### src/rtl/servo_ramp.sv
// Slew-rate-limited servo position generator: clamps commanded pulse widths and
// ramps pulse_len toward the target by at most STEP_US once per PWM frame.
module servo_ramp #(
   parameter int unsigned CLK_F     = 50,
   parameter int unsigned FRAME_US  = 20000,
   parameter int unsigned MIN_US    = 1000,
   parameter int unsigned MAX_US    = 2000,
   parameter int unsigned CENTER_US = 1500,
   parameter int unsigned STEP_US   = 10
) (
   input  logic        CLK,
   input  logic        RESETN,
   input  logic        cmd_valid,
   output logic        cmd_ready,
   input  logic [15:0] cmd_target,
   output logic [15:0] pulse_len,
   output logic        busy,
   output logic        done,
   output logic        frame_tick
);

   localparam int unsigned PW    = 16;
   localparam int unsigned PRE_W = (CLK_F > 1) ? $clog2(CLK_F) : 1;
   localparam int unsigned US_W  = (FRAME_US > 1) ? $clog2(FRAME_US) : 1;

   localparam logic [PRE_W-1:0] PRE_LAST = PRE_W'(CLK_F - 1);
   localparam logic [US_W-1:0]  US_LAST  = US_W'(FRAME_US - 1);
   localparam logic [PW-1:0]    MIN_V    = PW'(MIN_US);
   localparam logic [PW-1:0]    MAX_V    = PW'(MAX_US);
   localparam logic [PW-1:0]    CENTER_V = PW'(CENTER_US);
   localparam logic [PW-1:0]    STEP_V   = PW'(STEP_US);
   localparam logic [PW:0]      STEP_X   = (PW+1)'(STEP_US);

   typedef enum logic {
      S_IDLE = 1'b0,
      S_RAMP = 1'b1
   } state_t;

   state_t            state_q, state_d;
   logic [PRE_W-1:0]  prescaler_q, prescaler_d;
   logic [US_W-1:0]   us_cnt_q, us_cnt_d;
   logic              frame_tick_q, frame_tick_d;
   logic [PW-1:0]     pulse_len_q, pulse_len_d;
   logic [PW-1:0]     target_q, target_d;
   logic              done_q, done_d;

   logic              us_tick_c;
   logic              up_c;
   logic [PW:0]       dist_c;
   logic [PW-1:0]     clamp_c;

   // State and datapath registers
   always_ff @(posedge CLK or negedge RESETN) begin
      if (!RESETN) begin
         state_q      <= S_IDLE;
         prescaler_q  <= '0;
         us_cnt_q     <= '0;
         frame_tick_q <= 1'b0;
         pulse_len_q  <= CENTER_V;
         target_q     <= CENTER_V;
         done_q       <= 1'b0;
      end else begin
         state_q      <= state_d;
         prescaler_q  <= prescaler_d;
         us_cnt_q     <= us_cnt_d;
         frame_tick_q <= frame_tick_d;
         pulse_len_q  <= pulse_len_d;
         target_q     <= target_d;
         done_q       <= done_d;
      end
   end

   // Free-running frame timebase; never resynchronised by commands
   always_comb begin
      prescaler_d  = prescaler_q;
      us_cnt_d     = us_cnt_q;
      frame_tick_d = 1'b0;
      us_tick_c    = (prescaler_q == PRE_LAST);
      if (us_tick_c) begin
         prescaler_d = '0;
         if (us_cnt_q == US_LAST) begin
            us_cnt_d     = '0;
            frame_tick_d = 1'b1;
         end else begin
            us_cnt_d = us_cnt_q + US_W'(1);
         end
      end else begin
         prescaler_d = prescaler_q + PRE_W'(1);
      end
   end

   // Command accept and per-frame ramp; the last step snaps to target so no overshoot
   always_comb begin
      state_d     = state_q;
      target_d    = target_q;
      pulse_len_d = pulse_len_q;
      done_d      = 1'b0;

      if (cmd_target < MIN_V) begin
         clamp_c = MIN_V;
      end else if (cmd_target > MAX_V) begin
         clamp_c = MAX_V;
      end else begin
         clamp_c = cmd_target;
      end

      up_c   = (target_q >= pulse_len_q);
      dist_c = up_c ? ({1'b0, target_q} - {1'b0, pulse_len_q})
                    : ({1'b0, pulse_len_q} - {1'b0, target_q});

      case (state_q)
         S_IDLE: begin
            if (cmd_valid) begin
               target_d = clamp_c;
               state_d  = S_RAMP;
            end
         end
         S_RAMP: begin
            if (frame_tick_q) begin
               if (dist_c <= STEP_X) begin
                  pulse_len_d = target_q;
                  done_d      = 1'b1;
                  state_d     = S_IDLE;
               end else if (up_c) begin
                  pulse_len_d = pulse_len_q + STEP_V;
               end else begin
                  pulse_len_d = pulse_len_q - STEP_V;
               end
            end
         end
      endcase
   end

   assign cmd_ready  = (state_q == S_IDLE);
   assign busy       = (state_q == S_RAMP);
   assign pulse_len  = pulse_len_q;
   assign done       = done_q;
   assign frame_tick = frame_tick_q;

endmodule

### config.mk
export PLATFORM = sky130hd
export DESIGN_NAME = servo_ramp
export DESIGN_NICKNAME = d
export VERILOG_FILES = /design/src/rtl/servo_ramp.sv
export SDC_FILE = /design/constraint.sdc
export NUM_CORES = 1
export LEC_CHECK = 0
export ABC_AREA = 1
export CORE_UTILIZATION = 30
export DETAILED_ROUTE_END_ITERATION = 12
export PLACE_DENSITY = 0.43
export SKIP_LAST_GASP = 1
export SYNTH_ARGS = -nofsm -noshare
export SYNTH_HDL_FRONTEND = slang
export SYNTH_SLANG_ARGS = --single-unit
export TNS_END_PERCENT = 50
### constraint.sdc
create_clock -name CLK -period 10.45 [get_ports CLK]
set_clock_uncertainty 0.1 [all_clocks]
set_input_delay 3.135 -clock CLK [delete_from_list [all_inputs] [get_ports CLK]]
set_output_delay 3.135 -clock CLK [all_outputs]
set_load 0.01 [all_outputs]
==> results by group, run 1 <==
Floorplan
  – Die area: 20,950 sq um
  – Initial Utilization: 31.00%
  – Total core area: 19,720 sq um
  – Die X: roughly 140 um
  – # IOs: 39
  – Die H: 144.8 um
  – Cell row count: 51

Placed design
  – Routability cong.: 0.8286
  – Post-DP HPWL: 15,450 um
  – IO buf count: 38
  – Post-Place Cell Area: 6728 sq um

CTS
  – CTS buffer count: 5
  – Hold buffers post-CTS: 0
  – Post-CTS sizing: 0
  – Post-CTS Setup Inserts: 0
  – Root Buffer: clkbuf_16
  – Maximum clock path buffer count: 2
  – Worst-Skew Late Latency: 310 ps
  – Sink Count: 56
  – Number of H-tree levels: 2
  – CTS tree: built
  – Clk slew on worst S/H paths: around 80 ps

Setup path
  – CP Capture Type: flop
  – WP buf/inv: 3
  – Startpoint Class: primary input
  – Slowest-stage cell, CP: clkdlybuf4s50_1
  – Worst reg2reg setup slack: 5850 ps
  – Worst Path Required: 10,540 ps
  – CP max stage delay: 480 ps
  – Crit path cell chain: clkdlybuf4s50_1 -> nand2_1 -> inv_1 -> nand2_1 -> nor2_1 -> inv_1 -> nor2_1 -> a21oi_1
  – CP top delay family: buffers and inverters
  – Crit Path Class: primary input to flop
  – Crit path DAT: 5000 ps
  – Critical path peak fanout: 12

Routing
  – DRT antenna net count: 0
  – DRC: 0
  – Via density: ~4.7
  – Detailed Route WL: around 19,000 um
  – Initial DRC count: 376
  – Avg WL per Cell: 15.03 um
  – Vias: 5,915
  – DR pass1 iterations: 5

Power and ir drop
  – PD cells: 92.41 nW/um^2
  – Switching Fraction: 39.26%
  – LEAKAGE: 0.003645 uW
  – Clock power frac: between 20% and 30%
  – Flop pwr share: 35.7%
  – VDD IR max: 0.00006382 V
  – Combinational share of power: 35.7%
  – Sw Pwr: 249.6 uW
  – Pint: 386.1 uW

Logic synthesis
  – Predominant post-synthesis flop cell: dfrtp_1
  – Register area share after synthesis: 23.21%
  – Async set-reset flop share out of synthesis: 100.0%
  – Syn Inst Count: around 970
  – Mapped cell area: 6113 sq um
  – Syn nets: 1,036
  – Share of Yosys cell area claimed by the top area cell type: a little under a fifth
  – Number of flops mapped to enable cells by yosys: 0
  – Synth top cells by count: nand2_1 (311), inv_1 (168), nand3_1 (85)
  – Post-synth top area cell: nand2_1
  – Synth area leaders: nand2_1 (19%), dfrtp_1 (17%), inv_1 (10%)
  – Synthesis warning total: 0
  – Most numerous cell in the Yosys netlist: nand2_1
  – Cell variety after synth: 46
  – Synth Register Bits: 56
  – Mapped Avg Cell Area: 6.329 sq um

Timing
  – Max-slew headroom: 41.97%
  – Fin. Hold Viols: 0
  – TNS Setup: 0 ps
  – RSZ-0062 raised after global routing: false
  – Final setup violation count: 0
  – Final worst path period share: 46.95%
  – F_max: a little over 200 MHz
  – Worst Max-Slew Pin Slew: 869.5 ps
  – Final Max Tran Viols: 0
  – Min cycle time layout: 4907 ps

Layout
  – Ant diodes: 0
  – Post-layout instance area: 6879 sq um
  – Share of layout cells above drive strength 1: under 10%
  – Final net count: 1,065
  – Area grow syn2layout: 12.53%

Flow run
  – MaxCap Viol Count: 0

Global route
  – Largest net degree at the start of global routing: 57
  – Initial antenna violation count: 0
  – Grt total ovfl: 0
  – Wire length of the first global-routing pass: roughly 30,000 um
  – GR Util All Layers: 19.07%
  – Vias in the first global route: about 5,600

Outcome
  – Status: completed

Min path
  – Hold crit path type: flop to flop
-- path summary, 6_finish.rpt --
| kind | start | end | cells after the start |
|---|---|---|---|
| worst max register to register | pulse_len[8] | pulse_len[13] | 20 |
| worst max-delay path | cmd_valid | target_q[9] | 8 |
| min in group asynchronous | RESETN | pulse_len[1] | 2 |
| max in group asynchronous | RESETN | us_cnt_q[8] | 2 |
| worst min register to register | prescaler_q[5] | prescaler_q[5] | 1 |
| worst min-delay path | prescaler_q[5] | prescaler_q[5] | 1 |
-- state kept, by name, summed over array words and instances (netlist names) --
signal       flops
done             1
prescaler_q      6
frame_tick       1
us_cnt_q        15
busy             1
pulse_len       16
target_q        16
-- worst reg2reg max path, stage by stage, from the launching register on --
cell and delay [ps]:
dfstp_2 590, inv_1 60, ha_1 430, nand2_2 170
inv_1 60, nand2_1 60, nand2_1 140, a21oi_2 240
nand2_4 110, a21oi_4 620, ha_1 430, nand3_1 100
nand3_1 100, a21oi_1 360, o21ai_0 200, a21oi_1 250
o21ai_0 130, xor2_1 140, nand2_1 70, nand3_1 80
nand2_1 70
-- per-stage QoR --
| stage | setup slack [ps] | hold slack [ps] | instances | utilization, % | power (uW) |
|---|---|---|---|---|---|
| 3_3_place_gp | 5205 | 384.2 | 1253 | 34.12 | 459.5 |
| 2_1_floorplan | 6144 | 359.3 | 966 | - | 398.6 |
| 3_5_place_dp | 5175 | 388.2 | 1253 | 34.12 | 458.1 |
| 4_1_cts | 5506 | 399.3 | 1261 | 34.89 | 644.4 |
| 5_1_grt | 5318 | 425.1 | 1261 | 34.89 | 680.2 |
| 6_report | 5543 | 389.4 | 1261 | 34.89 | 635.7 |
-- area by class of cell --
class | instances | area, sq um
fill | 2248 | 12840
multi-input combinational | 723 | 3953
sequential | 56 | 1419
inverter | 169 | 634.4
timing repair buffer | 40 | 390.4
tap | 265 | 331.6
clock buffer | 5 | 125.1
clock inverter | 3 | 26.28
-- power groups by stage --
stage	logic [uW]	registers (uW)	clock network [uW]
floorplan	169	230	0
global placement	228	231	0
detailed placement	227	231	0
CTS	228	227	190
global route	257	228	196
finish	227	227	182
-- logic make-up after synthesis --
family | count (synthesis) | share of synthesized area (%)
AO/OA/AOI/OAI | 86 | 7.962
XOR/XNOR | 28 | 4.012
adder cells (fa/ha/maj) | 51 | 10.81
buffers and inverters | 187 | 12.14
flip-flops | 56 | 23.21
AND/OR/NAND/NOR | 558 | 41.87
-- layer usage --
| layer | GRT usage, % | up-vias | wire [um] |
|---|---|---|---|
| met5 | 0 | - | 0 |
| met4 | 4.598 | 0 | 263 |
| met3 | 1.579 | 17 | 377 |
| met2 | 28.95 | 73 | 7952 |
| met1 | 28.77 | 2699 | 10360 |
| li1 | - | 3126 | - |
-- cell usage in the layout, fill, tap and decap left out, types with 2 or more instances in the layout --
cell,synthesis,routed
nor4_1,7,7
xnor2_1,9,9
dfrtp_1,42,42
buf_4,2,2
o31ai_1,2,2
nand3_1,85,85
inv_1,168,168
nor3_1,14,14
nand2_2,7,7
dfstp_2,14,14
o211ai_1,2,2
nor2_4,7,7
clkbuf_16,0,5
nand2_4,5,5
nand3b_1,4,4
xor2_1,19,19
nand2_1,311,311
nand4_1,36,36
a221oi_1,2,2
clkdlybuf4s50_1,0,37
nor3b_1,5,5
clkinvlp_4,0,2
a21oi_1,39,39
ha_1,48,48
o22ai_1,3,3
nor2_1,63,63
fa_1,3,3
nand3_4,2,2
o21ai_0,27,27
or2_2,4,4
a22oi_1,2,2
nand3_2,5,5
Power figures use the tool's default switching activity.
==> run 2: changes to the inputs <==
Clock period 10.45 ns to 4.9 ns, I/O delays scaled along.
==> run 2 against run 1 <==
Global-route usage is 1.3 points higher. Wire length rose by 6.4%. Final cell count grew 0.24%. Sequential share of layout area decreased by 0.067 points. Critical path type is now flop to flop. Largest power group is now combinational logic. Highest routed layer unchanged.
==> results by group, run 2 (synthesis results as in run 1) <==
Timing
  – F_max: 237.4 MHz
  – Final worst path period share: between 80% and 90%
  – Final setup violation count: 0
  – RSZ-0062 raised after global routing: false
  – Max-slew headroom: 36.66%
  – Hold Slack: 402.7 ps
  – Final Max Tran Viols: 0
  – Min cycle time layout: 4212 ps
  – TNS Setup: 0 ps
  – Worst Max-Slew Pin Slew: 941.4 ps
  – Fin. Hold Viols: 0

CTS
  – CTS buffer count: 5
  – Post-CTS Setup Inserts: 0
  – Root Buffer: clkbuf_16
  – Post-CTS sizing: 0
  – CTS tree: built
  – Number of H-tree levels: 2
  – Sink Count: between 50 and 60
  – Clk slew on worst S/H paths: 80 ps
  – Worst-Skew Late Latency: 310 ps
  – Hold buffers post-CTS: 0
  – Maximum clock path buffer count: 2

Global route
  – Wire length of the first global-routing pass: about 32,000 um
  – Vias in the first global route: 5,885
  – Grt total ovfl: 0
  – GR Util All Layers: 20.36%
  – Initial antenna violation count: 0
  – Largest net degree at the start of global routing: 36

Power and ir drop
  – PD cells: between 150 and 200 nW/um^2
  – LEAKAGE: ~0.0037 uW
  – VDD IR max: about 0.00013 V

Floorplan
  – Die X: 144.8 um
  – Die area: 20,950 sq um
  – Initial Utilization: 31.00%
  – # IOs: 39
  – Cell row count: 51
  – Die H: 144.8 um
  – Total core area: 19,720 sq um

Min path
  – Worst hold endpoint: pulse_len[3]
  – Hold crit path type: flop to flop
  – Hold path depth: 2
  – Hold Path Origin: pulse_len[3]

Routing
  – Vias: 6,083
  – Via density: 4.813
  – Avg WL per Cell: 15.95 um
  – DR pass1 iterations: 5
  – Initial DRC count: approximately 340
  – DRT antenna net count: 0
  – DRC: 0
  – Detailed Route WL: 20,160 um

Outcome
  – Status: completed

Layout
  – Ant diodes: 0
  – Area grow syn2layout: 12.89%
  – Fillers: 2,211
  – Area of the multi-input gates: 3953 sq um
  – Share of layout cells above drive strength 1: 6.406%
  – Final net count: 1,068
  – Commonest non-fill, non-tap cell in the layout: nand2_1
  – Seq. cell area: 1419 sq um
  – Most frequent cells in the layout: nand2_1 (311), inv_1 (168), nand3_1 (85)

Setup path
  – Path depth of the worst reg2reg path: 23
  – Worst Path Required: roughly 5000 ps
  – Startpoint Class: flop
  – CP Capture Type: flop
  – Worst r2r src: pulse_len[2]
  – Worst reg2reg setup slack: 690 ps
  – Crit Path Class: flop to flop
  – Critical path peak fanout: 28
  – Crit path DAT: 4310 ps
  – Critical R2R Capture: pulse_len[12]

Placed design
  – IO buf count: 38
  – Routability cong.: 0.9220
  – Post-DP HPWL: 16,430 um

Flow run
  – MaxCap Viol Count: 0
run 2: changes by cell type in the layout (fill, tap and decap cells not counted), sizes merged:
cell  previous run  this run
buf              3         6
run 2: where the power goes:
group | switching, uW | internal (uW) | leakage, uW | total, uW
logic | 337 | 157 | 0.00290 | 493
registers | 9.78 | 476 | 0.000698 | 486
clock network | 189 | 194 | 0.0000680 | 383
run 2: worst max path at each step:
stage / cells after the start / start / endpoint
finish: 23 / pulse_len[2] / pulse_len[12]
global route: 23 / pulse_len[10] / pulse_len[12]
floorplan: 26 / pulse_len[2] / pulse_len[12]
detailed placement: 23 / pulse_len[2] / pulse_len[12]
CTS: 23 / pulse_len[7] / pulse_len[12]
global placement: 23 / pulse_len[10] / pulse_len[12]
run 2: area by class of cell:
class	count	area share, %
Clock buffer	5	1.813
Inverter	169	9.191
Tap cell	265	4.804
Timing Repair Buffer	43	5.983
Sequential cell	56	20.56
Clock inverter	3	0.3807
Multi-Input combinational cell	723	57.27
run 2: through the flow:
stage | utilization (%) | setup slack [ps] | instances | cell area, sq um | power, uW
after global routing | 35.00 | 300.3 | 1264 | 6902 | 1456
final | 35.00 | 688.3 | 1264 | 6902 | 1362
after global placement | 34.23 | 800.4 | 1256 | 6750 | 995.2
after CTS | 35.00 | 687.2 | 1264 | 6902 | 1381
after detailed placement | 34.23 | 709.4 | 1256 | 6750 | 986.0
after floorplan | - | 1106 | 966 | 6113 | 850.1
run 2: worst max-delay path: stages (launching register included):
cell and delay, ps:
dfstp_2 630, inv_1 60, ha_1 420, nand2_1 140, inv_1 70, nand2_1 70
nor2_1 70, nand2_2 100, nand3_2 90, nor2_4 180, nand2_4 240, ha_1 440
nand3_1 90, nand2_1 100, nand2_1 50, nand2_1 50, nand2_1 100, o21ai_0 300
a21boi_0 200, o21ai_0 220, xor2_1 170, nand2_1 70, nand3_1 70, nand2_1 70
run 2: per-layer routing:
layer  global-route usage [%]  share of wire, %
met1                    30.10                52
met4                    4.211               1.1
met2                    31.83                43
met3                    1.909               4.1
met5                        0                 0
==> run 3: changes to the inputs <==
Settings changed: CORE_MARGIN set to 2.
==> run 3 against run 2 <==
Worst hold slack worse by 14 ps. Die area increased by 2.8%. First-iteration DRC count down 6.7%. Cell area grew 0.42%. Power is 1.0% higher. Combinational power about the same. Worst setup slack better by 95 ps. Final cell count is 0.55% higher. Count of clock-buffer cells in the layout stayed put. Core utilization is 0.53 points lower. Critical path depth down 4. Critical path type unchanged. Largest cell class unchanged. Highest routed layer unchanged.
==> results by group, run 3 (synthesis results as in run 1) <==
CTS
  – Sink Count: 56
  – Number of H-tree levels: 2
  – Root Buffer: clkbuf_16
  – Worst-Skew Late Latency: 310 ps
  – CTS tree: built
  – Post-CTS sizing: 0
  – Post-CTS Setup Inserts: 0
  – Clk slew on worst S/H paths: 80 ps
  – Hold buffers post-CTS: 0
  – CTS buffer count: 5
  – Maximum clock path buffer count: 2

Floorplan
  – Cell row count: 52
  – Total core area: 20,100 sq um
  – Die area: 21,540 sq um
  – Die X: between 100 and 150 um
  – # IOs: 39
  – Die H: 146.8 um
  – Initial Utilization: 30.41%

Setup path
  – Crit path cell chain: inv_1 -> ha_1 -> nand2_1 -> inv_1 -> nand2_1 -> nor2_1 -> nand2_2 -> nand3_2 -> a21oi_4 -> fa_1 -> nand3_1 -> nand3_1 -> a21oi_1 -> nor2_1 -> a211oi_1 -> xor2_1 -> nand2_1 -> nand3_1 -> nand2_1
  – CP max stage delay: about 620 ps
  – Startpoint Class: flop
  – WP buf/inv: 2
  – CP top delay family: simple AND/OR/NAND/NOR gates
  – CP Capture Type: flop
  – Worst Path Required: 5000 ps
  – Crit path DAT: around 4200 ps
  – Critical Path Most Common Cell: nand2_1
  – Critical path peak fanout: 9
  – Slowest-stage cell, CP: dfstp_2
  – Crit Path Class: flop to flop

Timing
  – Max-slew headroom: between 30 and 40%
  – Worst Max-Slew Pin Slew: slightly below 1000 ps
  – Final setup violation count: 0
  – Min cycle time layout: 4116 ps
  – Final worst path period share: 84.00%
  – TNS Setup: 0 ps
  – RSZ-0062 raised after global routing: false
  – F_max: 242.9 MHz
  – Final Max Tran Viols: 0
  – Fin. Hold Viols: 0

Global route
  – Initial antenna violation count: 0
  – Wire length of the first global-routing pass: 32,510 um
  – Grt total ovfl: 0
  – GR Util All Layers: between 10% and 20%
  – Vias in the first global route: 5,988
  – Largest net degree at the start of global routing: 40

Layout
  – Ant diodes: 0
  – Most frequent cells in the layout: nand2_1 (311), inv_1 (168), nand3_1 (85)
  – Area grow syn2layout: 13.36%
  – Share of layout cells above drive strength 1: 6.593%
  – Commonest non-fill, non-tap cell in the layout: nand2_1
  – Final net count: 1,070

Flow run
  – MaxCap Viol Count: 0

Outcome
  – Status: completed

Routing
  – Avg WL per Cell: 15.62 um
  – Via density: 4.692
  – Detailed Route WL: 19,850 um
  – DRC: 0
  – DR pass1 iterations: 6
  – Vias: a little under 6,000
  – Initial DRC count: 320
  – DRT antenna net count: 0

Power and ir drop
  – PD cells: 198.5 nW/um^2
  – LEAKAGE: 0.003680 uW
  – VDD IR max: ~0.00014 V
  – Power, Total: 1376 uW

Placed design
  – Routability cong.: ~0.89
  – Post-DP HPWL: 16,380 um
  – IO buf count: 38

Min path
  – Hold crit path type: flop to flop
run 3: changes by cell type in the layout (fill, tap and decap cells not counted), sizes merged:
cell and change:
clkinvlp -2, buf +2, clkinv +2
run 3: area by class of cell:
class	instances	area, sq um
Clock inverter	3	33.78
Inverter	169	634.4
Fill cell	2262	13170
Clock buffer	5	125.1
Tap cell	270	337.8
Multi-Input combinational cell	723	3953
Sequential cell	56	1419
Timing Repair Buffer	45	427.9
run 3: per-layer routing:
metal | GRT usage [%] | vias up | part of all wire (%)
li1 | - | 3137 | -
met1 | 27.43 | 2740 | 52
met2 | 31.34 | 77 | 45
met3 | 1.894 | 10 | 2.4
met4 | 3.350 | 0 | 0.96
met5 | 0 | - | 0
run 3: power by group:
| part | internal, uW | leakage [uW] | total (uW) | switching (uW) |
|---|---|---|---|---|
| clock | 198 | 0.0000772 | 396 | 198 |
| combinational | 159 | 0.00291 | 495 | 336 |
| sequential | 476 | 0.000698 | 485 | 9.11 |
| total | 832 | 0.00368 | 1380 | 543 |
run 3: through the flow:
step / area [sq um] / hold WS [ps] / cells / utilization, % / setup WS [ps]
finish: 6930 / 388.7 / 1271 / 34.47 / 783.8
global route: 6930 / 398.7 / 1271 / 34.47 / 498.8
CTS: 6930 / 391.7 / 1271 / 34.47 / 773.4
detailed placement: 6771 / 380.2 / 1263 / 33.68 / 802.0
global placement: 6771 / 382.5 / 1263 / 33.68 / 811.5
floorplan: 6113 / 359.3 / 966 / - / 1106
run 3: path summary, 6_finish.rpt:
| path | endpoint | cells past startpoint | startpoint | slack [ps] |
|---|---|---|---|---|
| max | pulse_len[15] | 19 | pulse_len[2] | 780 |
| min | prescaler_q[5] | 1 | prescaler_q[5] | 390 |
| max reg2reg | pulse_len[15] | 19 | pulse_len[2] | 780 |
| min reg2reg | prescaler_q[5] | 1 | prescaler_q[5] | 390 |
| max in group asynchronous | target_q[3] | 2 | RESETN | 2590 |
| min in group asynchronous | done | 1 | RESETN | 1210 |
